File: config.mk
export PLATFORM = sky130hd
export DESIGN_NAME = seq_trojan_trigger
export DESIGN_NICKNAME = d
export VERILOG_FILES = /design/src/rtl/seq_trojan_trigger_pkg.sv /design/src/rtl/seq_trojan_trigger_payload.sv /design/src/rtl/seq_trojan_trigger.sv
export SDC_FILE = /design/constraint.sdc
export NUM_CORES = 1
export LEC_CHECK = 0
export ABC_AREA = 1
export CORE_UTILIZATION = 40
export CTS_CLUSTER_DIAMETER = 60
export CTS_CLUSTER_SIZE = 8
export DETAILED_ROUTE_END_ITERATION = 8
export PLACE_DENSITY = 0.75
export SLEW_MARGIN = 20
export SYNTH_ARGS = -nofsm -noshare
export SYNTH_HDL_FRONTEND = slang
export SYNTH_HIERARCHICAL = 1
export SYNTH_SLANG_ARGS = --single-unit
File: constraint.sdc
create_clock -name clk -period 2.48 [get_ports clk]
set_input_delay 0.744 -clock clk [delete_from_list [all_inputs] [get_ports clk]]
set_output_delay 0.744 -clock clk [all_outputs]
set_load 0.005 [all_outputs]
File: src/rtl/seq_trojan_trigger_pkg.sv
// Purpose: shared types for the sequential trojan trigger and its payload stage.
// Latency: n/a (types only).
// Backpressure: n/a (types only).
package seq_trojan_pkg;

    // Trigger FSM states.
    typedef enum logic [1:0] {
        IDLE  = 2'd0,
        ARMED = 2'd1,
        FIRE  = 2'd2
    } state_e;

    // Payload applied to the victim bus while the trojan is active.
    typedef enum logic [1:0] {
        PAY_INV = 2'd0,
        PAY_SA0 = 2'd1,
        PAY_SA1 = 2'd2
    } pay_mode_e;

    // Map a raw integer mode onto the enum; unknown codes fall back to inversion.
    function automatic pay_mode_e decode_mode(input int mode);
        case (mode)
            1:       return PAY_SA0;
            2:       return PAY_SA1;
            default: return PAY_INV;
        endcase
    endfunction

endpackage

File: src/rtl/seq_trojan_trigger_payload.sv
// Purpose: corrupts the victim bus while active (invert / stuck-at-0 / stuck-at-1).
// Latency: purely combinational, zero-cycle pass-through from victim_in to victim_out.
// Backpressure: none; always accepts and drives.
// Ports: victim_in (original nets), active (payload enable), victim_out (possibly corrupted nets).
module trojan_payload
    import seq_trojan_pkg::*;
#(
    parameter int VICT_W = 1,
    parameter int MODE   = 0
) (
    input  logic [VICT_W-1:0] victim_in,
    input  logic              active,
    output logic [VICT_W-1:0] victim_out
);

    localparam pay_mode_e MODE_E = decode_mode(MODE);

    always_comb begin
        victim_out = victim_in;
        if (active) begin
            case (MODE_E)
                PAY_SA0: victim_out = '0;
                PAY_SA1: victim_out = '1;
                default: victim_out = ~victim_in;
            endcase
        end
    end

endmodule

File: src/rtl/seq_trojan_trigger.sv
// Purpose: watches masked trigger nets, counts rising-edge pattern hits, fires a payload at THRESH.
// Latency: hit counted and active raised on the sampling edge; victim path is zero-latency.
// Backpressure: none; en low returns to IDLE on the next edge and overrides any hit or expiry.
// Ports: clk/rst_n, en (arm), trig_in/trig_val/trig_mask (pattern), victim_in/victim_out,
//        active (payload applied), hit_cnt (occurrences since arming).
module seq_trojan_trigger
    import seq_trojan_pkg::*;
#(
    parameter int TRIG_W      = 4,
    parameter int VICT_W      = 1,
    parameter int THRESH      = 8,
    parameter int MODE        = 0,
    parameter int PERSIST     = 1,
    parameter int PAYLOAD_CYC = 4,
    parameter int CNT_W       = $clog2(THRESH + 1)
) (
    input  logic              clk,
    input  logic              rst_n,
    input  logic              en,
    input  logic [TRIG_W-1:0] trig_in,
    input  logic [TRIG_W-1:0] trig_val,
    input  logic [TRIG_W-1:0] trig_mask,
    input  logic [VICT_W-1:0] victim_in,
    output logic [VICT_W-1:0] victim_out,
    output logic              active,
    output logic [CNT_W-1:0]  hit_cnt
);

    localparam int DUR_W = (PAYLOAD_CYC > 1) ? $clog2(PAYLOAD_CYC) : 1;

    localparam logic [CNT_W-1:0] THRESH_V  = CNT_W'(THRESH);
    localparam logic [CNT_W-1:0] THRESH_M1 = CNT_W'(THRESH - 1);
    localparam logic [DUR_W-1:0] DUR_LAST  = DUR_W'(PAYLOAD_CYC - 1);

    state_e             state_q;
    logic               match_q;
    logic [CNT_W-1:0]   hit_cnt_q;
    logic [DUR_W-1:0]   dur_q;
    logic               active_q;

    logic               match_c;
    logic               hit_c;

    // Masked-out bits always agree, so an all-zero mask matches every cycle.
    assign match_c = &(~(trig_in ^ trig_val) | ~trig_mask);
    // Rising edge only: a pattern held for many cycles is one occurrence.
    assign hit_c   = match_c & ~match_q;

    always_ff @(posedge clk or negedge rst_n) begin
        if (!rst_n) begin
            state_q   <= IDLE;
            match_q   <= 1'b0;
            hit_cnt_q <= '0;
            dur_q     <= '0;
            active_q  <= 1'b0;
        end else if (!en) begin
            state_q   <= IDLE;
            match_q   <= 1'b0;
            hit_cnt_q <= '0;
            dur_q     <= '0;
            active_q  <= 1'b0;
        end else begin
            case (state_q)
                IDLE: begin
                    // match_q stays clear so a pattern in the first ARMED cycle counts.
                    state_q   <= ARMED;
                    match_q   <= 1'b0;
                    hit_cnt_q <= '0;
                    dur_q     <= '0;
                    active_q  <= 1'b0;
                end
                ARMED: begin
                    match_q <= match_c;
                    if (hit_c) begin
                        if (hit_cnt_q >= THRESH_M1) begin
                            state_q   <= FIRE;
                            hit_cnt_q <= THRESH_V;
                            dur_q     <= '0;
                            active_q  <= 1'b1;
                            match_q   <= 1'b0;
                        end else begin
                            hit_cnt_q <= hit_cnt_q + CNT_W'(1);
                        end
                    end
                end
                FIRE: begin
                    match_q <= 1'b0;
                    if (PERSIST == 0) begin
                        if (dur_q == DUR_LAST) begin
                            // Re-arm from scratch; next ARMED cycle may hit immediately.
                            state_q   <= ARMED;
                            hit_cnt_q <= '0;
                            dur_q     <= '0;
                            active_q  <= 1'b0;
                        end else begin
                            dur_q <= dur_q + DUR_W'(1);
                        end
                    end
                end
                default: begin
                    state_q   <= IDLE;
                    match_q   <= 1'b0;
                    hit_cnt_q <= '0;
                    dur_q     <= '0;
                    active_q  <= 1'b0;
                end
            endcase
        end
    end

    assign active  = active_q;
    assign hit_cnt = hit_cnt_q;

    trojan_payload #(
        .VICT_W (VICT_W),
        .MODE   (MODE)
    ) u_payload (
        .victim_in  (victim_in),
        .active     (active_q),
        .victim_out (victim_out)
    );

endmodule

# Word-level counts from Yosys, hierarchy flattened
# Index checks and enable logic that the tools add are counted.
word_totals:
  register_bits: 8
  wordCells: 39
  out_inout_bits: 6
classes:
  n_mux: 17
  eq_ne: 5
  n_lt_le_gt_ge: 1
  reduce_logical: 4
  bitwise_logic: 7
  add_sub_neg: 1
op_table:
  columns: ["operator", "count"]
  rows:
  - ["2-to-1 mux 4 bit", 3]
  - ["2-to-1 mux 1 bit", 8]
  - ["NOT 4 bit", 2]
  - ["case mux 4 bit (2 select lines)", 1]
  - ["2-to-1 mux 2 bit", 3]
  - ["inequality test 3 bit (second input constant)", 2]
  - ["case mux 2 bit (3 select lines)", 1]
  - ["adder 4 x 1 -> 4 bit (second input constant)", 1]
  - ["greater-or-equal comparator 4 x 3 -> 1 bit (second input constant)", 1]
  - ["bitwise OR 4 bit", 1]
  - ["AND reduction 4 bit", 1]
  - ["XOR 4 bit", 1]
  - ["AND reduction 3 bit", 1]
  - ["equality test 2 x 1 -> 1 bit (second input constant)", 1]
  - ["equality test 2 bit (second input constant)", 1]
  - ["zero test 2 bit", 1]
  - ["inequality test 2 bit (second input constant)", 1]
  - ["NOT 1 bit", 2]
  - ["case mux 1 bit (2 select lines)", 1]
  - ["AND reduction 2 bit", 1]
  - ["AND 1 bit", 1]

# Depth between registers and ports, before layout
logic_depth:
  depth_word: 8
  ltp_mapped: 10
  ltp_nobuf: 10

# By module
# The synthesis kept the hierarchy.
by_module_without_submodules:
  columns: ["module", "seq_area_each_um2", "area_per_inst_um2", "instances", "cells_per_inst"]
  rows:
  - ["seq_trojan_trigger", 200.2, 534.3, 1, 76]
  - ["trojan_payload", 0.0, 18.8, 1, 5]

# Least setup slack after synthesis
# OpenSTA, ideal clock, no wires.
synth_timing:
  kind: "input -> output"
  from: "in victim_in"
  to: "out victim_out"
  slack_ps: 857
  cell_stages: 3
  path_buffers: 0
  t_arrival_ps: 879
  path_cell_list: "inv_1 > nand2_1 > nand2_1"
synth_via:
  elab_chain_cells: 2
synth_lines:
  columns: ["item", "line", "source"]
  rows:
  - ["from (decl)", "seq_trojan_trigger.sv:23", "input logic [VICT_W-1:0] victim_in,"]
  - ["NOT 1 bit", "seq_trojan_trigger_payload.sv:24", "default: victim_out = ~victim_in;"]
  - ["2-to-1 mux 1 bit (*)", "seq_trojan_trigger_payload.sv:20", "if (active) begin"]
  - ["to (decl)", "seq_trojan_trigger.sv:24", "output logic [VICT_W-1:0] victim_out,"]
# Every way passes the cells marked *; elsewhere a longest branch is shown, timed or not.

# Worst setup path in the final report
# Ends and elaborated chain as after synthesis.

==> results.md <==
- Status: complete, no violations
- Synth area leaders: dfrtp_1 36%, nand2_1 20%, nand3_1 8.1%
- Final Cycle Share: 0.942
- Die area: 0.00154 mm^2
- Syn_nets: 98
- # diodes: 0
- Required @ worst endpoint: 1.74 ns
- Row count: 13
- WL/cell: 9.65 um
- Post-route ant nets: 0
- Fin. Hold Viols: 0
- RD Place Congestion: 0.696
- Crit path DAT: 1.59 ns
- Worst Slack Setup Final: 0.143 ns
- Post-synthesis sequential area ratio: 0.362
- Core area: 0.00130 mm^2
- MaxCap Viol Count: 0
- Number of global-route vias before repair: 491
- Clock root buffer: clkbuf_4
- GRT Resource Usage Total: 0.192
- Initial DRC Count: 10
- DR DRC count: 0
- Yosys cell types: 20
- H-tree Lvls: 1
- Clock Path Buffers: 2
- Setup Fix Bufs, Post-CTS: 0
- Max-slew violations: 0
- Total power: 527 uW
- PwrDens: 656 mW/mm^2
- Worst-Skew Late Latency: 0.25 ns
- Antenna violations before repair: 0
- Synth Area in XOR/XNOR: 0
- Clock-pin slew on the worst setup and hold paths: 0.05 ns
- Complex-gate fraction of the synthesized area: 0.0271
- FMAX: 0.428 GHz
- Worst-Margin Slew: 0.376 ns
- Post-route minimum period: 2.34 ns
- Final Skew: 0.000572 ns
- Boundary Pins: 22
- FF+latch count, synth: 8
- Ys Warns: 6
- Initial Util: 0.425
- Post-synthesis cell area: 553 um^2
- Largest net degree at the start of global routing: 9
- Startpoint types: primary input
- Layout area overhead: 45.2%
- HP Class: register to register
- Crit Path Max Fanout: 2
- Simple-gate portion of the synthesized area: 0.484
- Synth Area in Adders: 0.0226
- Die Y-Extent: 39.2 um
- Relative slew slack: 0.748
- RSZ-0062 raised after global routing: no
- DRT Pass-1 Iters: 4
- CTS Buf Count: 3
- Mapped Cells: 81
- Placement Cell Area: 782 um^2
- Dpl hpwl: 967 um
- CTS Sinks: 8
- Wire length of the first global-routing pass: 1860 um
- Yosys top cell by area: dfrtp_1
- P_leak: 0.417 nW
- Maximum vdd drop: 0.307 mV
- Synth top area share: 0.362
- DP Worst Slack: -0.0744 ns
- CTS tree: built
- Buffers on Ports: 21
- Detailed-route wire length: 1160 um
- Avg Inst Size Synth: 6.83 um^2
- Crit path kind: primary input to output pin
- Cts repair resizes: 1
- Setup violations, final: 0
- Fin area: 803 um^2
- Hold-fix buffers, CTS: 0
- Die W: 39.2 um
- Share of cells above drive strength 1: 0.124
- Largest family of logic cells by synthesized area: simple AND/OR/NAND/NOR gates
- Mux cell area share after synthesis: 0
- Vias per Instance: 4.78
- Gr ovfl total: 0
- Nets: 124
- Setup crit end kind: output pin
- Via count: 573
## sequential cells by signal, indices dropped and copies added, names as in the netlist
name,count
hit_cnt,4
active,1
match_q,1
state_q,2
## metal layers
layer / track usage / up-vias / wire length [um]
li1: - / 305 / -
met3: 0.0694 / 4 / 42
met4: 0.103 / 0 / 31
met1: 0.203 / 249 / 468
met2: 0.325 / 15 / 615
met5: 0 / - / 0
## synthesized netlist by cell type
master and count:
nor3_2 1, inv_1 11, nor2_1 5, nand3_4 1, nand2_2 1, nor2_2 1, o21ai_1 1, inv_2 2
nand2_4 1, nor3b_1 1, nand2_1 30, or2_2 1, ha_1 1, a21oi_1 2, clkinv_4 1, nor4_1 1
nor3_1 2, nand3_2 1, nand3_1 9, dfrtp_1 8
## worst max-delay path, cell delays in order
cell and delay (ns):
clkdlybuf4s50_1 0.47, inv_1 0.04, nand2_1 0.04, nand2_1 0.04, dlygate4sd2_1 0.25
## cells by family after synthesis
logic type,Yosys count
AOI/OAI and AO/OA,3
adders and majority gates,1
buffers and inverters,14
DFF,8
and+or+nand+nor,55
## cell usage in the layout, fill, tap and decap left out, drive strengths merged
| cell | netlist | layout |
|---|---|---|
| nand2 | 32 | 32 |
| clkdlybuf4s50 | 0 | 20 |
| inv | 13 | 13 |
| nand3 | 11 | 11 |
| dfrtp | 8 | 8 |
| nor2 | 6 | 6 |
| clkbuf | 0 | 3 |
| nor3 | 3 | 3 |
| a21oi | 2 | 2 |
| clkinv | 1 | 1 |
| o21ai | 1 | 1 |
| nor4 | 1 | 1 |
| nor3b | 1 | 1 |
| or2 | 1 | 1 |
| ha | 1 | 1 |
| dlygate4sd2 | 0 | 1 |
## final timing paths
path	from	end	slack [ns]	cells past startpoint
hold reg to reg	state_q[1]	state_q[0]	0.53	3
hold / removal	state_q[1]	state_q[0]	0.53	3
min in group asynchronous	rst_n	match_q	0.77	1
setup / recovery	victim_in	victim_out	0.14	5
setup reg to reg	hit_cnt[0]	active	1.17	8
max in group asynchronous	rst_n	state_q[0]	1.44	1
## area by class of cell
cell class | count | area [um^2]
multi-input combinational | 59 | 295
timing repair buffer | 21 | 209
fill | 133 | 498
tap | 15 | 18.8
clock buffer | 3 | 22.5
sequential | 8 | 200
inverter | 14 | 57.6
## power by group
group	switching [mW]	internal [mW]	total, mW	leakage, nW
sequential	0.0396	0.163	0.203	0.108
clock	0.0437	0.0553	0.0990	0.0138
combinational	0.115	0.110	0.225	0.295
## stage by stage
| stage | setup TNS (ns) | instances | hold WS (ns) | utilization |
|---|---|---|---|---|
| floorplan | 0 | 81 | 0.448 | - |
| global placement | -0.0643 | 117 | 0.511 | 0.601 |
| detailed placement | -0.0744 | 117 | 0.524 | 0.601 |
| CTS | 0 | 120 | 0.534 | 0.617 |
| global route | 0 | 120 | 0.570 | 0.617 |
| finish | 0 | 120 | 0.530 | 0.617 |
(Power assumes the default switching activity.)
